==> src/rtl/clk_rst_pkg.sv <==
// Shared types and helpers for the clock/reset wrapper blocks.
// Holds the sequencer state encoding and a counter-width helper.
package clk_rst_pkg;

  localparam int SEQ_STATE_W = 2;

  typedef enum logic [SEQ_STATE_W-1:0] {
    RESET       = 2'd0,
    WAIT_STABLE = 2'd1,
    RELEASE     = 2'd2,
    RUN         = 2'd3
  } seq_state_t;

  // Bits needed to hold 0..n-1, never less than one bit.
  function automatic int cnt_width(input int n);
    return (n > 1) ? $clog2(n) : 1;
  endfunction

endpackage

==> src/rtl/bit_sync.sv <==
// Multi-flop synchroniser for a single asynchronous level into in_clk.
// Shared by every block that must sample a foreign-domain flag.
module bit_sync #(
  parameter int STAGES = 2
) (
  input  logic in_clk,
  input  logic rst,
  input  logic d,
  output logic q
);

  logic [STAGES-1:0] sync_q;

  always_ff @(posedge in_clk) begin
    if (rst) begin
      sync_q <= '0;
    end else begin
      sync_q <= {sync_q[STAGES-2:0], d};
    end
  end

  assign q = sync_q[STAGES-1];

endmodule

==> src/rtl/reset_sequencer.sv <==
// Staggered per-domain reset release gated on a stable, synchronised PLL lock.
// Any lock loss after release re-asserts everything and is counted.
module reset_sequencer
  import clk_rst_pkg::*;
#(
  parameter int N_CH               = 4,
  parameter int SYNC_STAGES        = 2,
  parameter int LOCK_STABLE_CYCLES = 1024,
  parameter int STAGE_GAP_CYCLES   = 16,
  parameter int CNT_W              = 8
) (
  input  logic                   in_clk,
  input  logic                   rst,
  input  logic                   pll_locked,
  input  logic [N_CH-1:0]        chan_hold,
  output logic [N_CH-1:0]        ch_rst,
  output logic                   all_ready,
  output logic [CNT_W-1:0]       lock_loss_cnt,
  output logic [SEQ_STATE_W-1:0] seq_state
);

  localparam int STAB_W = cnt_width(LOCK_STABLE_CYCLES);
  localparam int GAP_W  = cnt_width(STAGE_GAP_CYCLES);
  localparam int IDX_W  = cnt_width(N_CH + 1);

  localparam logic [STAB_W-1:0] STAB_LAST = STAB_W'(LOCK_STABLE_CYCLES - 1);
  localparam logic [GAP_W-1:0]  GAP_LAST  = GAP_W'(STAGE_GAP_CYCLES - 1);
  localparam logic [IDX_W-1:0]  IDX_LAST  = IDX_W'(N_CH);

  logic lock_s;

  seq_state_t        state_q, state_d;
  logic [STAB_W-1:0] stab_q, stab_d;
  logic [GAP_W-1:0]  gap_q, gap_d;
  logic [IDX_W-1:0]  idx_q, idx_d;
  logic [N_CH-1:0]   seq_rst_q, seq_rst_d;
  logic [CNT_W-1:0]  loss_q, loss_d;
  logic [N_CH-1:0]   ch_rst_q;
  logic              all_ready_q;
  logic              gap_wrap;

  bit_sync #(.STAGES(SYNC_STAGES)) u_lock_sync (
    .in_clk (in_clk),
    .rst    (rst),
    .d      (pll_locked),
    .q      (lock_s)
  );

  assign gap_wrap = (gap_q == GAP_LAST);

  always_comb begin
    state_d   = state_q;
    seq_rst_d = seq_rst_q;
    loss_d    = loss_q;
    case (state_q)
      RESET: begin
        seq_rst_d = '1;
        if (lock_s) state_d = WAIT_STABLE;
      end
      WAIT_STABLE: begin
        if (!lock_s) begin
          state_d   = RESET;
          seq_rst_d = '1;
        end else if (stab_q == STAB_LAST) begin
          state_d      = RELEASE;
          seq_rst_d[0] = 1'b0;
        end
      end
      RELEASE: begin
        if (!lock_s) begin
          state_d   = RESET;
          seq_rst_d = '1;
          if (loss_q != '1) loss_d = loss_q + CNT_W'(1);
        end else if (gap_wrap) begin
          if (idx_q == IDX_LAST) begin
            state_d = RUN;
          end else begin
            for (int i = 0; i < N_CH; i++) begin
              if (idx_q == IDX_W'(i)) seq_rst_d[i] = 1'b0;
            end
          end
        end
      end
      RUN: begin
        if (!lock_s) begin
          state_d   = RESET;
          seq_rst_d = '1;
          if (loss_q != '1) loss_d = loss_q + CNT_W'(1);
        end
      end
      default: begin
        state_d   = RESET;
        seq_rst_d = '1;
      end
    endcase
  end

  // Counters only advance while their state persists, so none can wrap before its compare.
  always_comb begin
    stab_d = '0;
    if (state_q == WAIT_STABLE && state_d == WAIT_STABLE) stab_d = stab_q + STAB_W'(1);
  end

  always_comb begin
    gap_d = '0;
    if (state_q == RELEASE && state_d == RELEASE) gap_d = gap_wrap ? '0 : gap_q + GAP_W'(1);
  end

  always_comb begin
    idx_d = idx_q;
    if (state_q == WAIT_STABLE && state_d == RELEASE) begin
      idx_d = IDX_W'(1);
    end else if (state_q == RELEASE && state_d == RELEASE && gap_wrap) begin
      idx_d = idx_q + IDX_W'(1);
    end
  end

  always_ff @(posedge in_clk) begin
    if (rst) begin
      state_q     <= RESET;
      stab_q      <= '0;
      gap_q       <= '0;
      idx_q       <= '0;
      seq_rst_q   <= '1;
      loss_q      <= '0;
      ch_rst_q    <= '1;
      all_ready_q <= 1'b0;
    end else begin
      state_q     <= state_d;
      stab_q      <= stab_d;
      gap_q       <= gap_d;
      idx_q       <= idx_d;
      seq_rst_q   <= seq_rst_d;
      loss_q      <= loss_d;
      ch_rst_q    <= seq_rst_d | chan_hold;
      all_ready_q <= (state_d == RUN);
    end
  end

  assign ch_rst        = ch_rst_q;
  assign all_ready     = all_ready_q;
  assign lock_loss_cnt = loss_q;
  assign seq_state     = state_q;

endmodule

==> config.mk <==
export PLATFORM = sky130hd
export DESIGN_NAME = reset_sequencer
export DESIGN_NICKNAME = d
export VERILOG_FILES = /design/src/rtl/clk_rst_pkg.sv /design/src/rtl/bit_sync.sv /design/src/rtl/reset_sequencer.sv
export SDC_FILE = /design/constraint.sdc
export NUM_CORES = 1
export LEC_CHECK = 0
export BUFFER_PORTS_ARGS = -buffer_cell sky130_fd_sc_hd__buf_4
export CORE_MARGIN = 2
export CORE_UTILIZATION = 50
export CTS_CLUSTER_SIZE = 8
export DETAILED_ROUTE_END_ITERATION = 8
export PLACE_DENSITY = 0.76
export REMOVE_ABC_BUFFERS = 1
export SKIP_CTS_REPAIR_TIMING = 1
export SYNTH_ARGS = -nofsm -noshare
export SYNTH_HDL_FRONTEND = slang
export SYNTH_SLANG_ARGS = --single-unit
==> constraint.sdc <==
create_clock -name in_clk -period 4.2 [get_ports in_clk]
set_input_delay 0.21 -clock in_clk [delete_from_list [all_inputs] [get_ports in_clk]]
set_output_delay 0.21 -clock in_clk [all_outputs]
set_load 0.1 [all_outputs]
==> impl_metrics.ini <==
[cts]
htreeDepth = 2
clkSinkCount = 38
cts_root_buffer = clkbuf_4
clkTransAtPathRegs_ns = 0.11
cts_buffer_depth = 2
clock_latency_ns = 0.34
cts_made_buffers = 5
cts_tree = done

[floorplan]
die_w_um = 62.9
pin_count = 22
start_util = 0.520
num_rows = 21
chipHeight_um = 62.9
dieArea_um2 = 3960
core_um2 = 3340

[setup_path]
slowest_delay_ns = 0.43
critical_path_class = flop to flop
cp-start-kind = flop
worstPathCellList = inv_1 > ha_1 > and2_1 > nor4_1 > nor2_1 > a211oi_2
cpMaxStageDelayCell = dfxtp_1
crit_required_ns = 4.48
cp.arrival_ns = 1.96
worstSetupEndpointType = flop
path_max_fanout = 5

[global_route]
grt_pass1_wl_um = 5190
antenna_found_initial = 0
grt_start_max_net_pins = 26
first_global_vias = 1236
grt.total_usage = 0.163
grt-ovfl-total = 0

[synthesis]
synth.area.top_cells = dfxtp_1, ha_1, nor2_1
synth_area_per_cell_um2 = 9.65
yosys.area.top_type = dfxtp_1
ys_ff_latch = 38
syn_inst = 180
synth_cell_types = 44
ys_seq_area_frac = 0.438
async_reset_ff_frac = 0
yosysTopAreaCellShare = 0.438
synth.top_cells.by_count = dfxtp_1, nor2_1, ha_1, nor2_2, inv_1
synthFlopType = dfxtp_1
synth-edff-count = 0
syn-cell-area_um2 = 1740
yosysMostFrequentCell = dfxtp_1
ys.warnings.count = 0

[power]
p_leak_uw = 0.000751
irDropWorstVdd_mv = 0.196
p_per_area_nw_per_um2 = 308
power.total_uw = 618

[timing]
tns_ns = 0
min_period_ns = 1.68
finalSetupViolCount = 0
fin_crit_sh = 0.400
worstMarginPinSlew_ns = 0.414
maxSlewHeadroom = 0.724
max_freq_ghz = 0.595
fin_hold_ws_ns = 0.0370
slew_violations = 0
clock-skew-final_ns = 0.0103
grt_setup_unrepaired = false
final_hold_viol_count = 0

[placed_design]
io_buffers = 21
dpl_cell_area_um2 = 1930
gp_congestion = 0.777
hpwlAfterDp_um = 2220

[layout]
nets = 218
finalInstanceArea_um2 = 2000
final_layout_size_suffix_gt1_frac = 0.245
areaGrowthSynthToFinish_pct = 15.3
num_antenna_cells = 0
final_util = 0.600

[worst_hold_path]
hold_class = primary input to flop

[detailed_routing]
num_vias = 1297
drt_iter0_drc = 73
drc = 0
post_drt_via_cell_ratio = 5.19
final_antenna_net_count = 0
wirelength_um = 2970
wl_per_cell_um = 11.9
drtPass1Iterations = 4

[run_status]
status = completed

[job]
cap_violations = 0
## placed cells by master (no fill, tap or decap), types with 4 or more instances in the layout
master,n
dfxtp_1,38
nor2_1,23
buf_4,21
nor2_2,8
ha_1,8
inv_1,7
nor3_1,6
a21oi_1,6
xnor2_1,6
xor2_1,6
or3_1,5
nand3_1,5
clkbuf_4,5
a31oi_1,4
nand2_1,4
nand4_1,4
o21ai_1,4
or2_1,4
nor2b_1,4
## sequential cells by signal, summed over array words and instances, names as in the netlist
| name | cells |
|---|---|
| all_ready | 1 |
| ch_rst | 4 |
| gap_q | 4 |
| idx_q | 3 |
| lock_loss_cnt | 8 |
| seq_rst_q | 4 |
| seq_state | 2 |
| stab_q | 10 |
| u_lock_sync.sync_q | 2 |
## final cells by class
| cell class | instances | area (µm²) |
|---|---|---|
| Multi-Input combinational cell | 130 | 923 |
| Clock inverter | 3 | 40.0 |
| Inverter | 7 | 26.3 |
| Timing Repair Buffer | 21 | 158 |
| Sequential cell | 38 | 761 |
| Fill cell | 313 | 1330 |
| Clock buffer | 5 | 37.5 |
| Tap cell | 46 | 57.6 |
## worst paths after layout
| check | startpoint | endpoint | slack, ns | cells past startpoint |
|---|---|---|---|---|
| min | chan_hold[1] | ch_rst[1]$_SDFF_PP1_ | 0.04 | 2 |
| max reg2reg | idx_q[0]$_SDFFE_PP0P_ | idx_q[2]$_SDFFE_PP0P_ | 2.52 | 6 |
| min reg2reg | gap_q[0]$_SDFF_PP0_ | gap_q[0]$_SDFF_PP0_ | 0.45 | 1 |
| max | idx_q[0]$_SDFFE_PP0P_ | idx_q[2]$_SDFFE_PP0P_ | 2.52 | 6 |
## critical path, delay by kind of cell, from the launching register on
| family | cells | cell delay, ns |
|---|---|---|
| simple gates | 3 | 0.67 |
| flops | 1 | 0.43 |
| fa+ha+maj | 1 | 0.22 |
| compound gates | 1 | 0.20 |
| buf+inv | 1 | 0.09 |
## report_power, final
part | internal [µW] | switching, µW
clock | 123 | 118
combinational | 5.88 | 7.52
sequential | 361 | 1.56
total | 491 | 127
## per-stage QoR
stage | cells | worst slack [ns]
after floorplan | 175 | 2.08
after global placement | 242 | 2.62
after detailed placement | 242 | 2.54
after CTS | 250 | 2.51
after global routing | 250 | 2.37
final | 250 | 2.52
## cells by family (layout without fill, tap and decap cells)
| group | count (synthesis) | after routing | share of synthesized area |
|---|---|---|---|
| and+or+nand+nor | 85 | 85 | 0.297 |
| DFF | 38 | 38 | 0.438 |
| AOI/OAI and AO/OA | 22 | 22 | 0.0980 |
| xor gates and xnor gates | 12 | 12 | 0.0605 |
| buffers and inverters | 12 | 36 | 0.0303 |
| adders and majority gates | 8 | 8 | 0.0576 |
| muxes | 3 | 3 | 0.0187 |
## layer usage
| metal | routed length (µm) | GRT usage | vias to the layer above |
|---|---|---|---|
| met3 | 129 | 0.0541 | 5 |
| met4 | 45 | 0.0694 | 0 |
| li1 | - | - | 670 |
| met1 | 1340 | 0.196 | 602 |
| met5 | 0 | 0 | - |
| met2 | 1460 | 0.266 | 20 |
No activity file was read; power rests on OpenSTA's default activity.
